==> src/rtl/switch_vc_input_mux.sv <==
// Per-port round-robin VC selector that locks onto a VC for a whole packet.
// Define SWITCH_VC_REARB_EN for zero-bubble re-arbitration at packet end.
package switch_vc_pkg;
  typedef logic [31:0] flit_t;

  localparam logic [3:0] FMT_SHORT_READ  = 4'h0;
  localparam logic [3:0] FMT_SHORT_WRITE = 4'h1;
  localparam logic [3:0] FMT_LONG_READ   = 4'h2;
  localparam logic [3:0] FMT_LONG_WRITE  = 4'h3;
endpackage

module switch_vc_input_mux
  import switch_vc_pkg::*;
#(
  parameter int NUM_PORTS    = 5,
  parameter int NUM_VCS      = 2,
  parameter int LENGTH_WIDTH = 8,
  parameter int VC_W         = (NUM_VCS > 1) ? $clog2(NUM_VCS) : 1
) (
  input  logic                                clk,
  input  logic                                rst,
  input  logic  [NUM_PORTS-1:0][NUM_VCS-1:0]  vc_valid,
  input  flit_t [NUM_PORTS-1:0][NUM_VCS-1:0]  vc_rdata,
  output logic  [NUM_PORTS-1:0][NUM_VCS-1:0]  vc_ren,
  input  logic  [NUM_PORTS-1:0]               pop,
  output logic  [NUM_PORTS-1:0]               out_valid,
  output flit_t [NUM_PORTS-1:0]               out_flit,
  output logic  [NUM_PORTS-1:0][VC_W-1:0]     out_vc,
  output logic  [NUM_PORTS-1:0]               pkt_start,
  output logic  [NUM_PORTS-1:0]               pkt_end
);
  typedef enum logic {IDLE, ACTIVE} state_t;

  // Returns {found, index} of the first requester at or after ptr, wrapping.
  function automatic logic [VC_W:0] rr_pick(input logic [NUM_VCS-1:0] req,
                                            input logic [VC_W-1:0]    ptr);
    logic [VC_W:0] res;
    int            idx;
    res = '0;
    for (int i = NUM_VCS - 1; i >= 0; i--) begin
      idx = int'(ptr) + i;
      if (idx >= NUM_VCS) idx = idx - NUM_VCS;
      if (req[idx[VC_W-1:0]]) res = {1'b1, idx[VC_W-1:0]};
    end
    return res;
  endfunction

  function automatic logic [VC_W-1:0] vc_inc(input logic [VC_W-1:0] v);
    return (int'(v) == NUM_VCS - 1) ? '0 : v + VC_W'(1);
  endfunction

  for (genvar gi = 0; gi < NUM_PORTS; gi++) begin : g_port
    state_t                  state_q, state_d;
    logic [VC_W-1:0]         sel_q, sel_d, rr_ptr_q, rr_ptr_d;
    logic [LENGTH_WIDTH-1:0] cnt_q, cnt_d, len_q, len_d;
    flit_t                   head;
    logic [LENGTH_WIDTH-1:0] total;
    logic                    active, head_valid, is_last, accept;
    logic [VC_W:0]           arb;
    logic [NUM_VCS-1:0]      ren;
`ifdef SWITCH_VC_REARB_EN
    logic [VC_W:0]           rearb;
`endif

    always_ff @(posedge clk or posedge rst) begin
      if (rst) begin
        state_q  <= IDLE;
        sel_q    <= '0;
        rr_ptr_q <= '0;
        cnt_q    <= '0;
        len_q    <= '0;
      end else begin
        state_q  <= state_d;
        sel_q    <= sel_d;
        rr_ptr_q <= rr_ptr_d;
        cnt_q    <= cnt_d;
        len_q    <= len_d;
      end
    end

    always_comb begin
      head       = vc_rdata[gi][sel_q];
      active     = (state_q == ACTIVE);
      head_valid = active && vc_valid[gi][sel_q];
      // Length decode is only meaningful while the header is at the head.
      case (head[31:28])
        FMT_SHORT_READ, FMT_SHORT_WRITE:
          total = LENGTH_WIDTH'(head[3:0]) + LENGTH_WIDTH'(1);
        FMT_LONG_READ, FMT_LONG_WRITE:
          total = LENGTH_WIDTH'(head[6:0]) + LENGTH_WIDTH'(2);
        default:
          total = LENGTH_WIDTH'(head[6:0]) + LENGTH_WIDTH'(1);
      endcase
      is_last = head_valid && ((cnt_q == '0) ? (total == LENGTH_WIDTH'(1))
                                             : (cnt_q == len_q - LENGTH_WIDTH'(1)));
      accept  = head_valid && pop[gi];
      arb     = rr_pick(vc_valid[gi], rr_ptr_q);
`ifdef SWITCH_VC_REARB_EN
      rearb   = rr_pick(vc_valid[gi], vc_inc(sel_q));
`endif

      ren      = '0;
      state_d  = state_q;
      sel_d    = sel_q;
      rr_ptr_d = rr_ptr_q;
      cnt_d    = cnt_q;
      len_d    = len_q;
      if (accept) ren[sel_q] = 1'b1;

      case (state_q)
        IDLE: begin
          if (arb[VC_W]) begin
            state_d  = ACTIVE;
            sel_d    = arb[VC_W-1:0];
            rr_ptr_d = vc_inc(arb[VC_W-1:0]);
            cnt_d    = '0;
          end
        end
        ACTIVE: begin
          if (accept) begin
            if (cnt_q == '0) len_d = total;
            cnt_d = cnt_q + LENGTH_WIDTH'(1);
            if (is_last) begin
              cnt_d = '0;
`ifdef SWITCH_VC_REARB_EN
              // Just-finished VC is searched last so other VCs get a turn.
              if (rearb[VC_W]) begin
                sel_d    = rearb[VC_W-1:0];
                rr_ptr_d = vc_inc(rearb[VC_W-1:0]);
              end else begin
                state_d = IDLE;
              end
`else
              state_d = IDLE;
`endif
            end
          end
        end
        default: state_d = IDLE;
      endcase
    end

    assign out_valid[gi] = head_valid;
    assign out_flit[gi]  = active ? head : '0;
    assign out_vc[gi]    = active ? sel_q : '0;
    assign pkt_start[gi] = head_valid && (cnt_q == '0);
    assign pkt_end[gi]   = is_last;
    assign vc_ren[gi]    = ren;
  end
endmodule

==> config.mk <==
export PLATFORM = sky130hd
export DESIGN_NAME = switch_vc_input_mux
export DESIGN_NICKNAME = d
export VERILOG_FILES = /design/src/rtl/switch_vc_input_mux.sv
export SDC_FILE = /design/constraint.sdc
export NUM_CORES = 1
export LEC_CHECK = 0
export CAP_MARGIN = 20
export CORE_AREA = 2 2 204 206
export DETAILED_ROUTE_END_ITERATION = 12
export DIE_AREA = 0 0 206 208
export GPL_TIMING_DRIVEN = 1
export PLACE_DENSITY = 0.58
export SLEW_MARGIN = 20
export SYNTH_ARGS = -nofsm -noshare
export SYNTH_HDL_FRONTEND = slang
export SYNTH_SLANG_ARGS = --single-unit
==> constraint.sdc <==
create_clock -name clk -period 9.8 [get_ports clk]
set_input_delay 0.98 -clock clk [delete_from_list [all_inputs] [get_ports clk]]
set_output_delay 0.98 -clock clk [all_outputs]
set_load 0.01 [all_outputs]
* Word-level counts from Yosys, hierarchy flattened *
Index checks and enable logic that the tools add are counted.

storage, ports and cells
  bits in registers = 95
  input bits = 337
  word-level logic and storage cells = 340

cells by class
  add/subtract/negate cells = 45
  magnitude comparators = 30
  eq/ne operators = 35
  muxes and demuxes = 140
  bitwise operators = 5
  reduce and logical (&&, ||, !) cells = 60

operators with widths
  operator                                                            count
  2-to-1 mux 32 bit                                                   15
  one-hot mux 8 bit (2 select lines)                                  10
  2-to-1 mux 8 bit                                                    15
  2-to-1 mux 1 bit                                                    75
  adder 7 x 1 -> 8 bit (second input constant)                        5
  adder 7 x 2 -> 8 bit (second input constant)                        5
  adder 8 x 1 -> 8 bit (second input constant)                        5
  == test 4 x 2 -> 1 bit (second input constant)                      10
  == test 8 x 1 -> 1 bit (second input constant)                      5
  == test 8 bit                                                       5
  zero test 8 bit                                                     5
  subtractor 8 x 1 -> 8 bit (second input constant)                   5
  < comparator 1 x 2 -> 1 bit (second input constant)                 15
  2-to-1 mux 2 bit                                                    15
  adder 4 x 1 -> 5 bit (second input constant)                        5
  logical AND 1 bit                                                   25
  == test 4 x 1 -> 1 bit (second input constant)                      5
  zero test 4 bit                                                     5
  AND reduction 2 bit                                                 10
  OR reduction 2 bit                                                  10
  AND reduction 3 bit                                                 5
  adder 1 x 1 -> 2 bit (second input constant)                        5
  greater-or-equal comparator 1 x 2 -> 1 bit (second input constant)  5
  greater-or-equal comparator 2 bit (second input constant)           5
  8 further kinds                                                     45

* Longest topological paths before layout *
Gate-level depths: netlist (run 1).

  depth after elaboration = 11
  gate-level depth with buffers = 15

* Least setup slack after synthesis (run 1) *
No wires, ideal clock.

  path type = input -> output
  from = input port vc_rdata[193] in the netlist's numbering
  to = output port pkt_end[3]
  data arrival time = 3.061 ns
  required time = 8.820 ns
  path slack = 5.759 ns
  stages on the path = 11
  cells stage by stage = nor2b_1 -> a21oi_1 -> inv_1 -> ha_1 -> or4_1 -> o32a_1 -> a211o_1 -> nor3_1 -> o22ai_1 -> inv_1 -> buf_4

on the way
  word-level cells in the longest chain between the ends = 7
  elaborated cells between the ends (all ways) = 9
  those cells by class = 3 x add/sub; 1 x eq/ne; 4 x mux; 1 x reduce/logical

RTL lines
  item                                                      RTL line  text
  start, declared                                           23        input flit_t [NUM_PORTS-1:0][NUM_VCS-1:0] vc_rdata,
  2-to-1 mux 32 bit (not written as such) (*) (2 in a row)  82        head = vc_rdata[gi][sel_q];
  adder 7 x 1 -> 8 bit, or another cell as far along        92        total = LENGTH_WIDTH'(head[6:0]) + LENGTH_WIDTH'(1);
  one-hot mux 8 bit (2 select lines) (*)                    86        case (head[31:28])
  == test 8 x 1 -> 1 bit (*)                                94        is_last = head_valid && ((cnt_q == '0) ? (total == LENGTH_WIDTH'(1))
  2-to-1 mux 1 bit (*)                                      94
  logical AND 1 bit (*)                                     94
  end, declared                                             30        output logic [NUM_PORTS-1:0] pkt_end

Mark *: on every way between the ends. The rest lies on a longest branch, timed or not. The select of a mux whose other input is x is not followed.

* Worst setup path in the final report (run 1) *
Same ends and word-level chain as after synthesis.

==> results of run 1 <==
-- sequential cells by signal, indices dropped and copies added, names as in the netlist --
signal / flops
g_port.sel_q: 5
g_port.cnt_q: 40
g_port.len_q: 40
g_port.active: 5
g_port.rr_ptr_q: 5
-- cells in the final DEF, fill, tap and decap left out, drive strengths merged, types with 11 or more instances in the layout --
master,count
a21o,14
a21oi,54
a31oi,30
and2,15
and3,15
clkdlybuf4s50,526
dfrtp,95
ha,25
inv,56
mux2,21
mux2i,167
nand2,98
nand2b,19
nand3,28
nand4,15
nor2,233
nor3,35
nor4,14
nor4b,11
o211ai,11
o21ai,63
o31ai,12
xnor2,48
xor2,29
-- path summary, 6_finish.rpt --
kind	slack, ps	startpoint	cells past startpoint	to
setup / recovery	4540	vc_rdata[193]	12	pkt_end[3]
hold / removal	480	g_port[0].rr_ptr_q$_DFFE_PP0P_	1	g_port[0].rr_ptr_q$_DFFE_PP0P_
setup reg to reg	5780	g_port[4].sel_q$_DFFE_PP0P_	11	g_port[4].cnt_q[2]$_DFFE_PP0P_
hold reg to reg	480	g_port[0].rr_ptr_q$_DFFE_PP0P_	1	g_port[0].rr_ptr_q$_DFFE_PP0P_
max in group asynchronous	7570	rst	3	g_port[4].sel_q$_DFFE_PP0P_
min in group asynchronous	1050	rst	2	g_port[1].active$_DFF_PP0_
-- layout make-up --
type | count | share of cell area
clock buffer | 10 | 0.0145
clock inverter | 5 | 0.00357
inverter | 58 | 0.0134
multi-input combinational | 1126 | 0.460
sequential | 95 | 0.145
tap | 532 | 0.0405
timing repair buffer | 532 | 0.323
-- metrics by stage --
step	area (um^2)	cells	hold slack (ps)	setup slack, ps	power, uW
finish	16500	2358	482	4540	3640
global route	16500	2358	511	4340	3960
CTS	16500	2358	485	4520	3680
detailed placement	16200	2343	475	4540	3290
global placement	16200	2343	464	4590	3250
floorplan	10600	1360	451	5760	2360
-- cells by family (layout without fill, tap and decap cells) --
kind of cell	Yosys count	count (layout)	share of synthesized area
adder cells (fa/ha/maj)	25	25	0.0295
AO/OA/AOI/OAI	286	286	0.187
buffers and inverters	139	605	0.0611
flip-flops	95	95	0.224
multiplexers	188	188	0.180
AND/OR/NAND/NOR	550	550	0.255
XOR/XNOR	77	77	0.0636
-- routing by layer --
metal,vias to the layer above,GRT usage,share of wire
met3,27,0.0309,0.067
met4,0,0.0367,0.014
met2,359,0.299,0.50
met5,-,0,0
li1,5824,-,-
met1,5433,0.186,0.41
-- report_power, final --
group,internal (uW),switching [uW],total (uW),leakage [uW]
clock,204,162,366,0.000141
combinational,1290,1200,2500,0.00532
sequential,536,245,781,0.00120
total,2030,1610,3640,0.00666
==> out/results.ini, run 1 <==
[finish]
nNetsFinal = 2184
antenna_cells = 0
post_route_cells_drive_above_1_share = 0.0455
multi_input_area_um2 = 7580
final_core_util = 0.406
area_delta_synth_final_pct = 55.2
fillerInstances = 4137
register_area_um2 = 2380

[timing]
finClkSkew_ps = 8.19
slew_headroom = 0.331
fmax_mhz = 190
tns_ps = 0
finalSetupViolations = 0
fin_crit_ps = 5260
worst_pin_slew_ps = 998
min_period_over_period = 0.537
hold_viol_final = 0
final_max_slew_viol_count = 0
rsz0062_at_grt = false

[floorplan]
die_area_um2 = 42800
io_pins = 527
num_rows = 74
start_util = 0.261
die_w_um = 206
die_h_um = 208
core_area_um2 = 40600

[drt]
ant_nets = 0
num_vias = 11600
vias_per_cell = 4.94
drt_pass1_iterations = 5
drtIter0Drc = 497
drc = 0
finalWirelength_um = 36500
wl_per_cell_um = 15.5

[synth]
synth_sequential_area_ratio = 0.224
synth_area_leader_cell = dfrtp_1
ys.flop_type = dfrtp_1
synth_seq_cells = 95
avgSynthCellArea_um2 = 7.80
synth_area_leaders = dfrtp_1, mux2i_1, nor2_1
synthArstFlopShare = 1.00
ys_top_cells_by_count = nor2_1, mux2i_1, nand2_1
syn_inst = 1360
yosysTopAreaCellShare = 0.224
synth.distinct_cells = 87
yosys_warnings = 0
synth-edff-count = 0
yosysMostFrequentCell = nor2_1
syn_nets = 1722
synthesis.area_um2 = 10600

[place]
gp_congestion = 0.857
dp_hpwl_um = 29200
io_buffers = 526

[setup_path]
worstPathMaxFanout = 3
worstPathRequired_ps = 8820
cp-start-kind = input port
crit_path_end_kind = output pin
cp_slowest_stage_delay_ps = 550
crit_chain = clkdlybuf4s50_1, nor2b_1, a21oi_1, inv_1, ha_1, or4_1, o32a_1, a211o_1, nor3_1, o22ai_1, inv_1, clkdlybuf4s50_1
criticalPathCategory = in -> out
slowest_stage = clkdlybuf4s50_1
path_delay_family = buffers and inverters
crit_buf_inv = 4
worstPathArrival_ps = 4280

[global_routing]
antenna_found_initial = 0
grt_max_degree = 57
grt_pass1_vias = 11600
grt-ovfl-total = 0
globalRouteTotalUtil = 0.160
grt_pass1_wl_um = 57400

[clock_tree]
cts_resized = 0
cts_made_buffers = 9
htreeDepth = 3
cts_num_sinks = 95
hold_buffers = 0
clock-root-buffer = clkbuf_16
postCtsSetupBuffers = 0
clk_pin_slew_ps = 70
cts_tree = done
clockBufferDepth = 2
clk_latency_ps = 340

[pwr]
vdd_drop_max_mv = 0.0875
leakage_uw = 0.00666
power_density_nw_per_um2 = 221

[worst_hold_path]
hp-class = reg -> reg

[flow_run]
max-cap-violations = 0

[status]
status = completed

No activity file was read; power rests on OpenSTA's default activity.
==> run 2: changes to the inputs <==
- CORE_AREA: 2 2 204 206 -> 2 2 205 207
- DIE_AREA: 0 0 206 208 -> 0 0 207 209
- clock period: 9.8 -> 5.19 ns (I/O delays scaled with it)
==> run 2 against run 1 <==
Against the previous run: setup slack worse by 3700 ps; via count about the same; clock power up 89%; combinational power up 86%; final cell count up 0.42%; clock skew up 7.7 ps; critical endpoint is now pkt_end[4]; sequential cell count unchanged; highest routed layer unchanged.
==> out/results.ini, run 2 (same netlist as run 1, synthesis figures left out) <==
[worst_hold_path]
hp-class = reg -> reg

[timing]
fmax_mhz = 230
tns_ps = 0  ; unchanged
rsz0062_at_grt = false
fin_crit_ps = 4350
hold_viol_final = 0  ; unchanged
slew_headroom = 0.382  ; +0.0510
worst_pin_slew_ps = 922  ; -76.0 ps
min_period_over_period = 0.837
finalSetupViolations = 0  ; unchanged
finClkSkew_ps = 15.9  ; +7.74 ps
final_max_slew_viol_count = 0  ; unchanged

[global_routing]
grt_pass1_wl_um = 58700  ; +2.1%
grt_pass1_vias = 11600  ; +0.47%
antenna_found_initial = 0  ; unchanged
grt-ovfl-total = 0  ; unchanged
grt_max_degree = 65  ; +14%
globalRouteTotalUtil = 0.159  ; -0.000660

[pwr]
vdd_drop_max_mv = 0.162  ; +85%
leakage_uw = 0.00668  ; +0.34%
power.total_uw = 6890  ; +89%
power_density_nw_per_um2 = 418  ; +89%

[drt]
drt_pass1_iterations = 5  ; unchanged
drtIter0Drc = 515  ; +3.6%
vias_per_cell = 4.92  ; -0.38%
wl_per_cell_um = 15.2  ; -1.9%
finalWirelength_um = 36000  ; -1.4%
ant_nets = 0  ; unchanged
num_vias = 11600  ; +0.043%
drc = 0  ; unchanged

[clock_tree]
clockBufferDepth = 2  ; unchanged
postCtsSetupBuffers = 0  ; unchanged
cts_made_buffers = 9  ; unchanged
cts_num_sinks = 95  ; unchanged
clk_pin_slew_ps = 70  ; about the same
hold_buffers = 0  ; unchanged
htreeDepth = 3  ; unchanged
clock-root-buffer = clkbuf_16
clk_latency_ps = 350  ; about the same
cts_resized = 0  ; unchanged
cts_tree = done

[floorplan]
start_util = 0.257  ; -0.00466
die_w_um = 207  ; +0.49%
die_h_um = 209  ; +0.48%
num_rows = 75  ; +1.4%
io_pins = 527  ; unchanged
die_area_um2 = 43300  ; +0.97%
core_area_um2 = 41300  ; +1.8%

[finish]
antenna_cells = 0  ; unchanged
post_route_cells_drive_above_1_share = 0.0459  ; +0.000472
fin_cells = 2368  ; +0.42%
fillerInstances = 4246  ; +2.6%
mostFrequentLayoutCells = clkdlybuf4s50_1, nor2_1, mux2i_1
reg_top3 = g_port.cnt_q x40, g_port.len_q x40
area_delta_synth_final_pct = 55.5
final_common_cell = clkdlybuf4s50_1
nNetsFinal = 2186  ; +0.092%

[setup_path]
worstPathArrival_ps = 3830  ; -450 ps
crit_end = pkt_end[4]
criticalPathCategory = reg -> out
worstPathRequired_ps = 4670  ; -4150 ps
worst_r2r_path_depth = 10  ; -1
cp_common_cell = nor3_1
crit_path_end_kind = output pin
r2r-end = g_port[4].cnt_q[2]$_DFFE_PP0P_
crit_start = g_port[4].sel_q$_DFFE_PP0P_
worstPathMaxFanout = 32  ; +29
cp-start-kind = register
cp_slowest_stage_delay_ps = 760  ; +210 ps
r2r_start = g_port[4].sel_q$_DFFE_PP0P_
slowest_stage = dfrtp_2
rrSetupSlack_ps = 1310  ; -4470 ps
crit_chain = mux2i_1, inv_1, ha_1, xnor2_1, a31oi_1, nor3_1, a41oi_1, nor3_1, clkdlybuf4s50_1

[status]
status = completed

[place]
dp_cells = 2352  ; +0.38%
io_buffers = 526  ; unchanged
gp_congestion = 0.859  ; +0.33%
dp_hpwl_um = 29400  ; +0.76%

[flow_run]
max-cap-violations = 0  ; unchanged

## run 2: cell count changes in the layout (fill, tap and decap cells not counted), sizes merged
cell	before	now
inv	56	60
buf	6	8
clkinvlp	2	0
clkinv	4	3
## run 2: final cells by class
type	instances	area [um^2]	area share
Inverter	58	220	0.0134
Sequential cell	95	2380	0.145
Tap cell	539	674	0.0409
Clock inverter	6	76.3	0.00463
Clock buffer	10	229	0.0139
Multi-Input combinational cell	1126	7580	0.460
Timing Repair Buffer	534	5330	0.323
## run 2: per-stage QoR
step / utilization / hold WS (ps) / area (um^2) / setup slack, ps
floorplan: - / 451 / 10600 / 1880
global placement: 0.392 / 465 / 16200 / 928
detailed placement: 0.392 / 483 / 16200 / 898
CTS: 0.399 / 494 / 16500 / 831
global route: 0.399 / 518 / 16500 / 520
finish: 0.399 / 487 / 16500 / 844
## run 2: worst min path at each step
stage | startpoint | end | slack, ps | cells after the start
3_5_place_dp | g_port[4].rr_ptr_q$_DFFE_PP0P_ | g_port[4].rr_ptr_q$_DFFE_PP0P_ | 480 | 1
3_3_place_gp | g_port[0].rr_ptr_q$_DFFE_PP0P_ | g_port[0].rr_ptr_q$_DFFE_PP0P_ | 460 | 1
2_1_floorplan | g_port[0].rr_ptr_q$_DFFE_PP0P_ | g_port[0].rr_ptr_q$_DFFE_PP0P_ | 450 | 1
5_1_grt | g_port[4].rr_ptr_q$_DFFE_PP0P_ | g_port[4].rr_ptr_q$_DFFE_PP0P_ | 520 | 1
4_1_cts | g_port[4].rr_ptr_q$_DFFE_PP0P_ | g_port[4].rr_ptr_q$_DFFE_PP0P_ | 490 | 1
6_report | g_port[4].rr_ptr_q$_DFFE_PP0P_ | g_port[4].rr_ptr_q$_DFFE_PP0P_ | 490 | 1
## run 2: report_power, final
group	switching, uW	leakage [uW]	internal [uW]
Clock	309	0.000150	384
Combinational	2210	0.00534	2440
Sequential	530	0.00120	1010
Total	3050	0.00668	3840
## run 2: layer usage
layer  up-vias  share of wire  track usage
met2       374           0.50        0.296
met1      5407           0.43        0.191
met5         -              0            0
met3        26          0.059       0.0307
met4         0          0.010       0.0298
li1       5841              -            -
## run 2: worst max-delay path, delay by kind of cell (launching register included)
| family | cells | cell delay, ps |
|---|---|---|
| simple gates | 2 | 520 |
| fa+ha+maj | 1 | 310 |
| compound gates | 2 | 330 |
| xor+xnor | 1 | 270 |
| buf+inv | 2 | 800 |
| flops | 1 | 760 |
| mux | 1 | 490 |
==> run 3: changes to the inputs <==
- clock period: 5.19 -> 4.1 ns (I/O delays scaled with it)
==> run 3 against run 2 <==
Against the previous run: design area grew 0.94%; core utilization grew 0.38 points; first-iteration DRC count shrank 7.4%; worst hold slack lost 4.1 ps; non-clock buffer count grew 15; critical path depth shrank 1; via count is essentially flat; clock power grew 29%; sequential share of layout area shrank 0.13 points; critical path type unchanged.
==> out/results.ini, run 3 (same netlist as run 1, synthesis figures left out) <==
[status]
status = completed

[setup_path]
crit_path_end_kind = output pin
slowest_stage = clkdlybuf4s50_1
worstPathRequired_ps = 3690  ; -980 ps
worstPathArrival_ps = 3440  ; -390 ps
r2r_start = g_port[1].sel_q$_DFFE_PP0P_
cp-start-kind = register
cp_slowest_stage_delay_ps = 570  ; -190 ps
r2r-end = g_port[1].cnt_q[0]$_DFFE_PP0P_
criticalPathCategory = reg -> out
crit_start = g_port[0].sel_q$_DFFE_PP0P_
worst_r2r_path_depth = 8  ; -2
worstPathMaxFanout = 14  ; -56%
crit_chain = buf_4, and4bb_2, nor2_1, mux2_2, nor4_1, a41o_1, and2_1, clkdlybuf4s50_1
rrSetupSlack_ps = 990  ; -320 ps

[pwr]
power_density_nw_per_um2 = 530  ; +27%
leakage_uw = 0.00679  ; +1.6%
vdd_drop_max_mv = 0.273  ; +68%
power_switching_share = 0.436  ; -0.00700
internal-power_uw = 4980  ; +30%
switchingPower_uw = 3840  ; +26%
power.total_uw = 8820  ; +28%
clkPwrFrac = 0.101  ; about the same
p_seq_frac = 0.211  ; -0.013
combPwrFrac = 0.688  ; +0.013

[timing]
fin_crit_ps = 3850
min_period_over_period = 0.939
finClkSkew_ps = 13.1  ; -2.80 ps
hold_viol_final = 0  ; unchanged
finalWorstSetupSlack_ps = 249  ; -595 ps
fmax_mhz = 260
tns_ps = 0  ; unchanged
rsz0062_at_grt = false
worst_pin_slew_ps = 925  ; +3.15 ps
slew_headroom = 0.379  ; -0.00211
final_max_slew_viol_count = 0  ; unchanged
finalSetupViolations = 0  ; unchanged

[drt]
wl_per_cell_um = 15.2  ; +0.21%
drc = 0  ; unchanged
vias_per_cell = 4.89  ; -0.53%
ant_nets = 0  ; unchanged
finalWirelength_um = 36300  ; +0.80%
num_vias = 11700  ; +0.060%
drtIter0Drc = 477  ; -7.4%
drt_pass1_iterations = 5  ; unchanged

[place]
placed_area_um2 = 16300  ; +0.77%
place_ws_ps = 130  ; -767 ps
io_buffers = 526  ; unchanged
dp_hpwl_um = 29700  ; +0.98%
gp_congestion = 0.890  ; +3.5%

[floorplan]
start_util = 0.257  ; unchanged
io_pins = 527  ; unchanged
num_rows = 75  ; unchanged
die_h_um = 209  ; unchanged
die_area_um2 = 43300  ; unchanged
die_w_um = 207  ; unchanged
core_area_um2 = 41300  ; unchanged

[finish]
nNetsFinal = 2201  ; +0.69%
antenna_cells = 0  ; unchanged
final_core_util = 0.403  ; +0.00376
area_delta_synth_final_pct = 57.0
post_route_cells_drive_above_1_share = 0.0553  ; +0.00942
multi_input_area_um2 = 7600  ; +0.26%
design_area_um2 = 16600  ; +0.94%
mostFrequentLayoutCells = clkdlybuf4s50_1, nor2_1, mux2i_1
fillerInstances = 4274  ; +0.66%
register_area_um2 = 2380  ; unchanged
reg_top3 = g_port.cnt_q x40, g_port.len_q x40
final_common_cell = clkdlybuf4s50_1

[global_routing]
grt-ovfl-total = 0  ; unchanged
grt_pass1_wl_um = 59500  ; +1.4%
met2_usage = 0.296  ; +0.000345
grt_pass1_vias = 11900  ; +1.9%
grt_max_degree = 49  ; -25%
grt_util_met3 = 0.0311  ; +0.000451
grtUsageMet1 = 0.198  ; +0.00632
globalRouteTotalUtil = 0.162  ; +0.00234
grt-busiest-layer = met2
antenna_found_initial = 0  ; unchanged

[clock_tree]
htreeDepth = 3  ; unchanged
cts_tree = done
cts_num_sinks = 95  ; unchanged
clock-root-buffer = clkbuf_16
clk_latency_ps = 340  ; about the same
clockBufferDepth = 2  ; unchanged
hold_buffers = 0  ; unchanged
cts_made_buffers = 9  ; unchanged
postCtsSetupBuffers = 0  ; unchanged
clk_pin_slew_ps = 70  ; about the same

[worst_hold_path]
hold_depth = 1  ; unchanged
hp-class = reg -> reg
min_from = g_port[0].rr_ptr_q$_DFFE_PP0P_
whs_endpoint = g_port[0].rr_ptr_q$_DFFE_PP0P_

[flow_run]
max-cap-violations = 0  ; unchanged

## run 3: worst max-delay path: cells and delay by family (launching register included)
kind / cells / cell delay [ps]
flip-flops: 1 / 510
buffers and inverters: 2 / 800
multiplexers: 1 / 410
AO/OA/AOI/OAI: 1 / 290
AND/OR/NAND/NOR: 4 / 1100
## run 3: through the flow
step,hold slack [ps],std cells
finish,483,2382
global route,520,2382
CTS,486,2382
detailed placement,477,2367
global placement,464,2367
floorplan,451,1360
## run 3: final cells by class
class / count / area share
Clock inverter: 6 / 0.00504
Timing Repair Buffer: 549 / 0.328
Inverter: 58 / 0.0132
Clock buffer: 9 / 0.0135
Sequential cell: 95 / 0.143
Tap cell: 539 / 0.0405
Multi-Input combinational cell: 1126 / 0.457
## run 3: power by group through the flow
stage	sequential (uW)	combinational (uW)	clock, uW
after floorplan	1590	4040	0
after global placement	1860	6000	0
after detailed placement	1870	6080	0
after CTS	1860	6110	937
after global routing	1950	6690	978
final	1860	6060	894
## run 3: worst max-delay path by stage
| stage | endpoint | slack [ps] | cells past startpoint |
|---|---|---|---|
| floorplan | pkt_end[3] | 900 | 13 |
| global placement | pkt_end[3] | 130 | 12 |
| detailed placement | pkt_end[3] | 130 | 12 |
| CTS | pkt_end[3] | 110 | 12 |
| global route | pkt_end[0] | 10 | 11 |
| finish | pkt_end[0] | 250 | 8 |
## run 3: routing by layer
layer,up-vias,routed length [um],part of all wire
met4,0,320,0.0088
met2,355,18300,0.50
met1,5415,15600,0.43
li1,5863,-,-
met5,-,0,0
met3,22,2090,0.058
## run 3: what timing repair did
action,4_1_cts,5_1_grt
resized for setup,0,6
endpoints found under the hold margin,0,0
setup endpoints to repair,0,4
